**src/rtl/seg7_source_sched.sv**
```systemverilog
// seg7_source_sched
//   Shares one 8-digit seven-segment display between NSRC 32-bit CPU debug
//   sources. In SHOW it tracks the selected source and rotates through the
//   valid ones, either on a dwell timer (mode_auto=1) or on a step pulse.
//   A CPU MMIO write pre-empts rotation and shows the written value for
//   HOLD_CYCLES cycles (OVERRIDE), unless restarted by another write or
//   cancelled by a step pulse.
//
// Ports
//   clk        system clock, rising edge
//   rst_n      synchronous active-low reset
//   src_data   NSRC packed 32-bit sources, source i at [32*i+31:32*i]
//   src_valid  per-source eligibility
//   mode_auto  1 = timed rotation, 0 = manual stepping only
//   next_pulse one-cycle step request (debounced upstream)
//   wr_en      one-cycle CPU write strobe
//   wr_data    value to display on a write
//   data_out   registered value for the display driver
//   cur_src    index of the selected source
//   ovr_active high while the written value is displayed
//   wr_ack     one-cycle acknowledge of wr_en
module seg7_source_sched #(
  parameter int NSRC         = 4,
  parameter int SEL_W        = 2,
  parameter int DWELL_CYCLES = 100_000_000,
  parameter int HOLD_CYCLES  = 50_000_000,
  parameter int CNT_W        = 27
) (
  input  logic                 clk,
  input  logic                 rst_n,
  input  logic [NSRC*32-1:0]   src_data,
  input  logic [NSRC-1:0]      src_valid,
  input  logic                 mode_auto,
  input  logic                 next_pulse,
  input  logic                 wr_en,
  input  logic [31:0]          wr_data,
  output logic [31:0]          data_out,
  output logic [SEL_W-1:0]     cur_src,
  output logic                 ovr_active,
  output logic                 wr_ack
);

  typedef enum logic {
    SHOW     = 1'b0,
    OVERRIDE = 1'b1
  } state_t;

  localparam logic [CNT_W-1:0] DWELL_LAST = CNT_W'(DWELL_CYCLES - 1);
  localparam logic [CNT_W-1:0] HOLD_LAST  = CNT_W'(HOLD_CYCLES - 1);

  state_t             state;
  logic [CNT_W-1:0]   dwell_cnt;
  logic [CNT_W-1:0]   hold_cnt;
  logic [31:0]        ovr_val;
  logic [NSRC-1:0][31:0] src_arr;
  logic               advance;

  assign src_arr = src_data;

  // Pulse and dwell expiry coinciding still give one advance.
  assign advance = next_pulse || (mode_auto && (dwell_cnt == DWELL_LAST));

  // First valid index after cur, searching cyclically and stopping before
  // cur itself; returns cur when no other source is valid.
  function automatic logic [SEL_W-1:0] next_src(input logic [SEL_W-1:0] cur,
                                                 input logic [NSRC-1:0]  vld);
    logic [SEL_W-1:0] res;
    logic [SEL_W:0]   sum;
    logic             found;
    res   = cur;
    found = 1'b0;
    for (int k = 1; k < NSRC; k++) begin
      sum = {1'b0, cur} + (SEL_W+1)'(k);
      if (sum >= (SEL_W+1)'(NSRC)) sum = sum - (SEL_W+1)'(NSRC);
      if (!found && vld[sum[SEL_W-1:0]]) begin
        res   = sum[SEL_W-1:0];
        found = 1'b1;
      end
    end
    return res;
  endfunction

  // Single registered stage: state, counters and all outputs
  always_ff @(posedge clk) begin
    if (!rst_n) begin
      state      <= SHOW;
      cur_src    <= '0;
      data_out   <= '0;
      dwell_cnt  <= '0;
      hold_cnt   <= '0;
      ovr_val    <= '0;
      ovr_active <= 1'b0;
      wr_ack     <= 1'b0;
    end else begin
      wr_ack <= wr_en;
      if (wr_en) begin
        // A write wins over step/expiry in the same cycle; the written
        // value is visible right after this edge.
        ovr_val    <= wr_data;
        hold_cnt   <= '0;
        state      <= OVERRIDE;
        ovr_active <= 1'b1;
        data_out   <= wr_data;
      end else if (state == SHOW) begin
        if (src_valid[cur_src]) data_out <= src_arr[cur_src];
        if (advance) begin
          cur_src   <= next_src(cur_src, src_valid);
          dwell_cnt <= '0;
        end else if (mode_auto) begin
          dwell_cnt <= dwell_cnt + 1'b1;
        end else begin
          dwell_cnt <= '0;
        end
      end else begin
        if (next_pulse || (hold_cnt == HOLD_LAST)) begin
          // Leaving override: the first SHOW cycle reloads from cur_src
          // and the dwell period starts fresh.
          state      <= SHOW;
          ovr_active <= 1'b0;
          dwell_cnt  <= '0;
          if (src_valid[cur_src]) data_out <= src_arr[cur_src];
        end else begin
          hold_cnt <= hold_cnt + 1'b1;
          data_out <= ovr_val;
        end
      end
    end
  end

endmodule

```
**config.mk**
```make
export PLATFORM = sky130hd
export DESIGN_NAME = seg7_source_sched
export DESIGN_NICKNAME = d
export VERILOG_FILES = /design/src/rtl/seg7_source_sched.sv
export SDC_FILE = /design/constraint.sdc
export NUM_CORES = 1
export LEC_CHECK = 0
export ABC_AREA = 1
export CORE_ASPECT_RATIO = 0.7
export CORE_MARGIN = 3
export CORE_UTILIZATION = 52
export CTS_CLUSTER_SIZE = 24
export DETAILED_ROUTE_END_ITERATION = 16
export PLACE_DENSITY = 0.93
export SLEW_MARGIN = 40
export SYNTH_ARGS = -nofsm -noshare
export SYNTH_HDL_FRONTEND = slang
export SYNTH_SLANG_ARGS = --single-unit
```
**constraint.sdc**
```tcl
create_clock -name clk -period 2.7 [get_ports clk]
set_input_delay 0.54 -clock clk [delete_from_list [all_inputs] [get_ports clk]]
set_output_delay 0.54 -clock clk [all_outputs]
set_load 0.02 [all_outputs]
```
==> key figures, run 1 <==
Run status
  – Outcome: finished clean

Clock network
  – CTS tree: yes
  – Root Buffer: clkbuf_16
  – Quantity of hold-fixing buffers added after cts: 0
  – H-tree Lvls: 4
  – CTS Buf Count: 17
  – TritonCTS Sinks: about 120
  – Skew-Pair Late Insertion Delay: 0.42 ns
  – Clock transition at path regs: 0.06 ns
  – Post-CTS Resized: 0
  – Postcts setup bufs: 0
  – Max clock buf depth: 2

Global route
  – First-pass GRT wire length: between 30000 and 40000 µm
  – Pin count of the biggest net entering global routing: 59
  – Antenna violations before repair: 0
  – Vias in the first global route: a little over 8000
  – Total track usage: between 30% and 40%
  – Congestion Overflow GR: 0

Logic synthesis
  – Asr flop ratio synth: 0%
  – Cell taking the most area after synthesis: dfxtp_1
  – Synth Instances: around 1200
  – Synth Register Bits: 123
  – Main synth FF type: dfxtp_1
  – Synthesized area per cell: 6.00 µm²
  – Ranking of synthesized cells by area: dfxtp_1 35%, nand2_1 28%, a21oi_1 5.8%, nor2_1 5.6%, nand3_1 5.1%
  – Mapped Nets: around 1300
  – Post-synth top area share: 35.0%
  – Synth unique cells: 28
  – Post-synth EDFFs: 0
  – Netlist Area Pre-Place: between 7000 and 8000 µm²
  – Synth warn: 0
  – Post-synthesis sequential area ratio: 35.0%
  – Count leader, synth: nand2_1
  – Commonest cells post-synth: 517 x nand2_1, 123 x dfxtp_1, 105 x nor2_1

Power
  – Switching Share: 29.1%
  – PD cells: around 530 nW/µm²
  – Gate power share: a little over a fifth
  – Clk pwr share: 41.5%
  – Net Sw Power: approximately 1500 µW
  – Leakage: slightly below 0.004 µW
  – Maximum VDD drop: between 0.5 and 0.6 mV
  – Register share of total power: a little under two fifths
  – Total power: 5210 µW
  – Internal power: about 3700 µW

Worst hold path
  – Worst hold path depth: 2
  – Hold WC Path Type: flip-flop to flip-flop

STA
  – Worst-Margin Slew: 0.600 ns
  – Final-report max-slew violation count: 0
  – Fin. Hold Viols: 0
  – Final setup viols: 0
  – Fmax: 445 MHz
  – RSZ-0062 raised after global routing: false
  – Setup Total Neg Slack: 0 ns
  – Clock period minus worst slack: ~2.2 ns
  – Worst clock skew: ~0.0070 ns
  – Slew headroom: 60.0%
  – Tcrit/Tclk final: 83.3%

Placement
  – Post-Place Cells: 1525
  – Port bufs: 204
  – RePlAce Congestion: between 0.9 and 1
  – Detail Placement HPWL: approximately 17000 µm

Setup path
  – Critical Path RT: 2.16 ns
  – R2R cell count: 12
  – Worst-path cell with the longest stage delay: clkdlybuf4s50_1
  – CP Buf/Inv Count: 1
  – Max incr delay on CP: 0.69 ns
  – Worst-path fanout max: 11
  – Crit path kind: flip-flop to primary output
  – Startpoint types: flip-flop
  – CP arrival: 1.71 ns
  – Crit. path cell count: 1
  – Reg2Reg Setup Slack: about 0.46 ns
  – Setup crit end kind: primary output
  – Crit-path cells: clkdlybuf4s50_1
  – Crit path max-delay family: buffers and inverters

Die
  – Row count: 34
  – Initial core utilization: between 50% and 60%
  – I/O pin count: between 200 and 250
  – DIE WIDTH: roughly 140 µm
  – Core Box Area: roughly 13000 µm²
  – Area of the die: 15000 µm²
  – Die Y: a little over 100 µm

Layout
  – Seq. cell area: 2460 µm²
  – Layout Nets: about 1500
  – FILL cells: 935
  – Area Overhead vs Synth: 39.4%
  – Final std cells w/o fill: roughly 1600
  – Area occupied by multi-input gates: between 3000 and 4000 µm²
  – Proportion of layout cells with a drive suffix above 1: approximately 4.7%
  – Core Util, Final: about three quarters
  – ANT cells: 0

Detailed routing
  – DR pass1 iterations: 8
  – Drt first-iter violations: between 800 and 900
  – DRC viols: 0
  – Vias after detailed routing: roughly 8600
  – Antenna viol nets, final: 0
  – Avg Vias per Cell: between 5 and 6
  – Post-Route WL: between 20000 and 25000 µm
  – Routed length per instance: between 15 and 20 µm

Flow run
  – # Max-Cap Violations: 0
[cell families (layout without fill, tap and decap cells)]
kind of cell	Yosys count	count (layout)	share of synthesized area [%]
xor gates and xnor gates	17	17	2.12
AOI/OAI and AO/OA	131	131	9.60
adders and majority gates	2	2	0.356
DFF	123	123	35.0
buffers and inverters	131	337	8.14
and+or+nand+nor	766	766	44.7
[registers in the layout (all words and copies together) (netlist names)]
register and flops:
cur_src 2, data_out 32, dwell_cnt 27, hold_cnt 27
ovr_active 1, ovr_val 32, state 1, wr_ack 1
[metal layers]
metal	up-vias	part of all wire, %	track usage [%]
met1	3880	42	41.3
li1	4141	-	-
met3	72	10	6.97
met2	479	45	54.8
met5	-	0	0
met4	0	3.0	12.8
[stage by stage]
stage	instance area (µm²)	hold WS, ns	setup slack [ns]
detailed placement	9230	0.462	0.453
global route	9790	0.485	0.296
floorplan	7030	0.442	1.00
finish	9790	0.472	0.450
global placement	9230	0.456	0.524
CTS	9790	0.471	0.447
[cell type report]
type	count	share of cell area (%)
Tap cell	180	2.30
Inverter	82	3.14
Sequential cell	123	25.1
Clock buffer	18	4.48
Clock inverter	13	1.24
Multi-Input combinational cell	916	40.8
Timing Repair Buffer	224	22.9
[power groups by stage]
stage | clock network, µW | registers, µW | logic (µW)
floorplan | 0 | 2030 | 494
global placement | 0 | 1970 | 1050
detailed placement | 0 | 1980 | 1080
CTS | 2160 | 1940 | 1090
global route | 2260 | 1950 | 1190
finish | 2160 | 1940 | 1100
[worst paths after layout]
kind	to	startpoint
max	cur_src[0]	cur_src[0]
min	ovr_val[27]	ovr_val[27]
max reg2reg	hold_cnt[2]	hold_cnt[0]
min reg2reg	ovr_val[27]	ovr_val[27]
[cells in the final DEF, fill, tap and decap left out, types with 17 or more instances in the layout]
master           instances
a21oi_1                 82
clkbuf_16               17
clkdlybuf4s50_1        204
dfxtp_1                123
inv_1                   74
nand2_1                517
nand3_1                 72
nand4_1                 44
nor2_1                 103
nor3_1                  20
o21ai_0                 29
No activity file was read; power rests on OpenSTA's default activity.
==> run 2, diff against run 1 <==
--- a/config.mk
+++ b/config.mk
@@ -8,10 +8,10 @@
 export ABC_AREA = 1
 export CORE_ASPECT_RATIO = 0.7
 export CORE_MARGIN = 3
-export CORE_UTILIZATION = 52
+export CORE_UTILIZATION = 48
 export CTS_CLUSTER_SIZE = 24
 export DETAILED_ROUTE_END_ITERATION = 16
-export PLACE_DENSITY = 0.93
+export PLACE_DENSITY = 0.87
 export SLEW_MARGIN = 40
 export SYNTH_ARGS = -nofsm -noshare
 export SYNTH_HDL_FRONTEND = slang
==> constraint.sdc (replaced) <==
create_clock -name clk -period 2.3 [get_ports clk]
set_input_delay 0.46 -clock clk [delete_from_list [all_inputs] [get_ports clk]]
set_output_delay 0.46 -clock clk [all_outputs]
set_load 0.02 [all_outputs]
==> run 2 against run 1 <==
  * Clock skew grew 0.0032 ns
  * Critical endpoint unchanged
  * First-iteration DRC count shrank 26%
  * Sequential share of layout area shrank 0.20 points
  * Routed wire length shrank 5.3%
  * Critical path type unchanged
  * Critical path depth is the same
  * Global-route usage shrank 4.4 points
  * Setup slack lost 0.28 ns
==> key figures, run 2 (same netlist as run 1, synthesis figures left out) <==
Run status
  – Outcome: finished clean

Global route
  – Pin count of the biggest net entering global routing: 59 (unchanged)
  – Total track usage: 27.9% (-4.4 points)
  – Congestion Overflow GR: 0 (unchanged)
  – Antenna violations before repair: 0 (unchanged)
  – First-pass GRT wire length: 36300 µm (-8.4%)
  – Vias in the first global route: 7482 (-8.8%)

Placement
  – Port bufs: 204 (unchanged)
  – Detail Placement HPWL: 16800 µm (-4.1%)
  – DP Area: 9310 µm² (+0.81%)
  – RePlAce Congestion: 0.948 (-2.1%)

Layout
  – Finished Cell Area: 9870 µm² (+0.80%)
  – FILL cells: 1158 (+24%)
  – Top Registers: data_out: 32 flops, ovr_val: 32 flops
  – ANT cells: 0 (unchanged)
  – Layout Nets: 1540 (+0.33%)
  – Commonest non-fill, non-tap cells in the layout: 517 x nand2_1, 204 x clkdlybuf4s50_1, 123 x dfxtp_1
  – Proportion of layout cells with a drive suffix above 1: 5.14% (+0.41 points)
  – Area Overhead vs Synth: 40.5%
  – Commonest non-fill, non-tap cell in the layout: nand2_1

Clock network
  – Postcts setup bufs: 0 (unchanged)
  – Quantity of hold-fixing buffers added after cts: 0 (unchanged)
  – Root Buffer: clkbuf_16
  – H-tree Lvls: 4 (unchanged)
  – Skew-Pair Late Insertion Delay: 0.41 ns (about the same)
  – CTS tree: yes
  – Clock transition at path regs: 0.06 ns (about the same)
  – Max clock buf depth: 2 (unchanged)
  – Post-CTS Resized: 0 (unchanged)
  – TritonCTS Sinks: 123 (unchanged)
  – CTS Buf Count: 17 (unchanged)

Die
  – DIE WIDTH: 151 µm (+3.9%)
  – I/O pin count: 205 (unchanged)
  – Core Box Area: 14100 µm² (+10%)
  – Area of the die: 16100 µm² (+7.9%)
  – Initial core utilization: 49.8% (-5.0 points)
  – Die Y: 107 µm (+3.8%)
  – Row count: 36 (+5.9%)

Worst hold path
  – Hold WC Path Type: flip-flop to flip-flop
  – Min-delay src: ovr_val[17]

STA
  – Fmax: roughly 470 MHz
  – Tcrit/Tclk final: 92.7%
  – RSZ-0062 raised after global routing: false
  – Slew headroom: 58.4% (-1.6 points)
  – Setup Total Neg Slack: 0 ns (unchanged)
  – Clock period minus worst slack: roughly 2.1 ns
  – Final setup viols: 0 (unchanged)
  – Final-report max-slew violation count: 0 (unchanged)
  – Worst-Margin Slew: 0.623 ns (+0.0235 ns)
  – Worst clock skew: 0.0102 ns (+0.00319 ns)
  – Fin. Hold Viols: 0 (unchanged)

Flow run
  – # Max-Cap Violations: 0 (unchanged)

Power
  – Leakage: 0.00396 µW (+1.2%)
  – Maximum VDD drop: 0.570 mV (+12%)
  – PD cells: 619 nW/µm² (+16%)

Setup path
  – Crit-path cells: clkdlybuf4s50_1
  – Worst-path fanout max: 11 (unchanged)
  – Critical Path RT: 1.84 ns (-0.32 ns)
  – R2r startpoint: hold_cnt[0]
  – Setup crit end kind: primary output
  – Setup crit start: cur_src[0]
  – Startpoint types: flip-flop
  – Crit path max-delay family: buffers and inverters
  – Max incr delay on CP: 0.69 ns (about the same)
  – CP Buf/Inv Count: 1 (unchanged)
  – Worst-path cell with the longest stage delay: clkdlybuf4s50_1
  – CP arrival: 1.67 ns (-0.04 ns)
  – Crit path kind: flip-flop to primary output

Detailed routing
  – Vias after detailed routing: 8220 (-4.1%)
  – Routed length per instance: 14.7 µm (-6.3%)
  – Avg Vias per Cell: 5.23 (-5.1%)
  – Drt first-iter violations: 645 (-26%)
  – Post-Route WL: 23000 µm (-5.3%)
  – DR pass1 iterations: 6 (-2)
  – Antenna viol nets, final: 0 (unchanged)
  – DRC viols: 0 (unchanged)
## run 2: metrics by stage
stage	instances	utilization [%]	power, µW	setup WS, ns	hold slack, ns
after global routing	1572	70.0	6350	0.0968	0.493
after global placement	1540	66.0	3560	0.183	0.457
after CTS	1572	70.0	6120	0.149	0.472
after detailed placement	1540	66.0	3590	0.156	0.464
after floorplan	1170	-	2960	0.600	0.442
final	1572	70.0	6110	0.168	0.470
## run 2: routing by layer
layer	global-route usage (%)	up-vias	part of all wire, %
met3	8.15	42	9.9
met1	36.6	3708	44
met5	0	-	0
met4	7.63	0	1.8
met2	45.1	317	45
li1	-	4153	-
## run 2: worst paths after layout
kind,to,slack [ns],cells after the start
min,ovr_val[17],0.47,2
max reg2reg,dwell_cnt[2],0.31,12
min reg2reg,ovr_val[17],0.47,2
max,cur_src[0],0.17,1
## run 2: tightest hold or removal path, stage by stage, from the launching register on
cell and delay (ns):
dfxtp_1 0.29, nand2_1 0.07, a21oi_1 0.06
## run 2: cell type report
cell class                 count  area (µm²)  share of cell area [%]
timing repair buffer         229        2300                    23.3
multi-input combinational    916        4000                    40.5
inverter                      82         308                    3.12
clock inverter                15         139                    1.41
clock buffer                  17         425                    4.31
sequential                   123        2460                    24.9
tap                          190         238                    2.41
## run 2: report_power, final
group / total, µW / internal, µW / switching, µW
clock network: 2550 / 1500 / 1050
registers: 2270 / 2220 / 49.9
logic: 1280 / 606 / 677
total: 6110 / 4330 / 1780
==> run 3, diff against run 2 <==
--- a/config.mk
+++ b/config.mk
@@ -7,7 +7,6 @@
 export LEC_CHECK = 0
 export ABC_AREA = 1
 export CORE_ASPECT_RATIO = 0.7
-export CORE_MARGIN = 3
 export CORE_UTILIZATION = 48
 export CTS_CLUSTER_SIZE = 24
 export DETAILED_ROUTE_END_ITERATION = 16
==> run 3 against run 2 <==
  * Critical path depth unchanged
  * Critical endpoint unchanged
  * Sequential power about the same
  * Clock skew up 0.0014 ns
==> key figures, run 3 (same netlist as run 1, synthesis figures left out) <==
Detailed routing
  – Antenna viol nets, final: 0 (unchanged)
  – Avg Vias per Cell: 5.34 (+2.2%)
  – DRC viols: 0 (unchanged)
  – Vias after detailed routing: 8427 (+2.5%)
  – Post-Route WL: 23700 µm (+2.8%)
  – Drt first-iter violations: 638 (-1.1%)
  – Routed length per instance: 15.0 µm (+2.4%)
  – DR pass1 iterations: 5 (-1)

Die
  – Initial core utilization: 49.8% (unchanged)
  – Core Box Area: 14100 µm² (unchanged)
  – Row count: 36 (unchanged)
  – DIE WIDTH: 147 µm (-2.7%)
  – I/O pin count: 205 (unchanged)
  – Die Y: 103 µm (-3.7%)
  – Area of the die: 15100 µm² (-6.3%)

Setup path
  – Crit path max-delay family: buffers and inverters
  – Startpoint types: flip-flop
  – Setup crit end kind: primary output
  – CP Buf/Inv Count: 1 (unchanged)
  – Worst-path fanout max: 11 (unchanged)
  – Crit-path cells: clkdlybuf4s50_1
  – Critical Path RT: 1.84 ns (about the same)
  – Max incr delay on CP: 0.68 ns (about the same)
  – Crit path kind: flip-flop to primary output
  – Worst-path cell with the longest stage delay: clkdlybuf4s50_1
  – CP arrival: 1.67 ns (about the same)

Layout
  – Top Registers: data_out: 32 flops, ovr_val: 32 flops
  – Proportion of layout cells with a drive suffix above 1: 5.48% (+0.34 points)
  – Commonest non-fill, non-tap cells in the layout: 517 x nand2_1, 204 x clkdlybuf4s50_1, 123 x dfxtp_1
  – Area Overhead vs Synth: 41.1%
  – Commonest non-fill, non-tap cell in the layout: nand2_1
  – ANT cells: 0 (unchanged)
  – Final std cells w/o fill: 1577 (+0.32%)
  – Layout Nets: 1545 (+0.32%)

Global route
  – Pin count of the biggest net entering global routing: 39 (-34%)
  – Vias in the first global route: 7927 (+5.9%)
  – Congestion Overflow GR: 0 (unchanged)
  – First-pass GRT wire length: 37900 µm (+4.4%)
  – Antenna violations before repair: 0 (unchanged)
  – Total track usage: 31.6% (+3.7 points)

STA
  – Final worst setup slack: 0.174 ns (+0.00571 ns)
  – Worst clock skew: 0.0116 ns (+0.00136 ns)
  – Worst-Margin Slew: 0.597 ns (-0.0260 ns)
  – Final setup viols: 0 (unchanged)
  – Fin. Hold Viols: 0 (unchanged)
  – Fmax: 470 MHz (+0.27%)
  – Tcrit/Tclk final: 92.5% (-0.25 points)
  – Final-report max-slew violation count: 0 (unchanged)
  – Clock period minus worst slack: 2.13 ns (-0.00571 ns)
  – Slew headroom: 60.1% (+1.7 points)
  – RSZ-0062 raised after global routing: false
  – Hold_ws: 0.472 ns (+0.00198 ns)
  – Setup Total Neg Slack: 0 ns (unchanged)

Clock network
  – CTS tree: yes
  – TritonCTS Sinks: 123 (unchanged)
  – Quantity of hold-fixing buffers added after cts: 0 (unchanged)
  – Post-CTS Resized: 0 (unchanged)
  – Clock transition at path regs: 0.06 ns (about the same)
  – Postcts setup bufs: 0 (unchanged)
  – Skew-Pair Late Insertion Delay: 0.42 ns (about the same)
  – H-tree Lvls: 4 (unchanged)
  – Max clock buf depth: 2 (unchanged)
  – Root Buffer: clkbuf_16
  – CTS Buf Count: 17 (unchanged)

Power
  – Maximum VDD drop: 0.547 mV (-4.0%)
  – PD cells: 638 nW/µm² (+3.2%)
  – Total power: 6330 µW (+3.6%)
  – Leakage: 0.00398 µW (+0.62%)

Placement
  – Post-Place Cells: 1545 (+0.32%)
  – Pre-CTS setup slack: 0.128 ns (-0.0286 ns)
  – RePlAce Congestion: 0.973 (+2.7%)
  – Port bufs: 204 (unchanged)
  – Detail Placement HPWL: 17200 µm (+2.5%)

Flow run
  – # Max-Cap Violations: 0 (unchanged)

Run status
  – Outcome: finished clean

Worst hold path
  – Hold WC Path Type: flip-flop to flip-flop
[run 3: changes by cell type in the layout (fill, tap and decap cells not counted), sizes merged]
cell | previous run | this run
clkinvlp | 2 | 1
bufinv | 1 | 2
inv | 85 | 89
buf | 25 | 30
clkinv | 9 | 5
[run 3: through the flow]
| step | cell area, µm² | util, % |
|---|---|---|
| 2_1_floorplan | 7030 | - |
| 3_3_place_gp | 9310 | 66.0 |
| 3_5_place_dp | 9310 | 66.0 |
| 4_1_cts | 9910 | 70.3 |
| 5_1_grt | 9910 | 70.3 |
| 6_report | 9910 | 70.3 |
[run 3: final timing paths]
kind / cells past startpoint / startpoint / slack, ns / endpoint
setup / recovery: 1 / cur_src[0] / 0.17 / cur_src[0]
hold / removal: 2 / ovr_val[26] / 0.47 / ovr_val[26]
setup reg to reg: 8 / cur_src[0] / 0.24 / data_out[29]
hold reg to reg: 2 / ovr_val[26] / 0.47 / ovr_val[26]
[run 3: report_power, final]
group | internal [µW] | switching (µW) | total, µW
clock | 1640 | 1120 | 2750
sequential | 2220 | 50.2 | 2270
combinational | 602 | 696 | 1300
total | 4460 | 1860 | 6330
[run 3: area by class of cell]
type,instances,area [µm²]
fillers,1199,4190
multi-input cells,916,4000
flip-flops and latches,123,2460
repair buffers,234,2300
clock buffers,17,425
inverters,82,308
well taps,190,238
clock inverters,15,175
[run 3: per-layer routing]
layer	wire (µm)	global-route usage [%]	vias up
met1	10400	40.3	3783
li1	-	-	4160
met3	2100	6.93	60
met2	10500	52.5	424
met5	0	0	-
met4	663	13.2	0
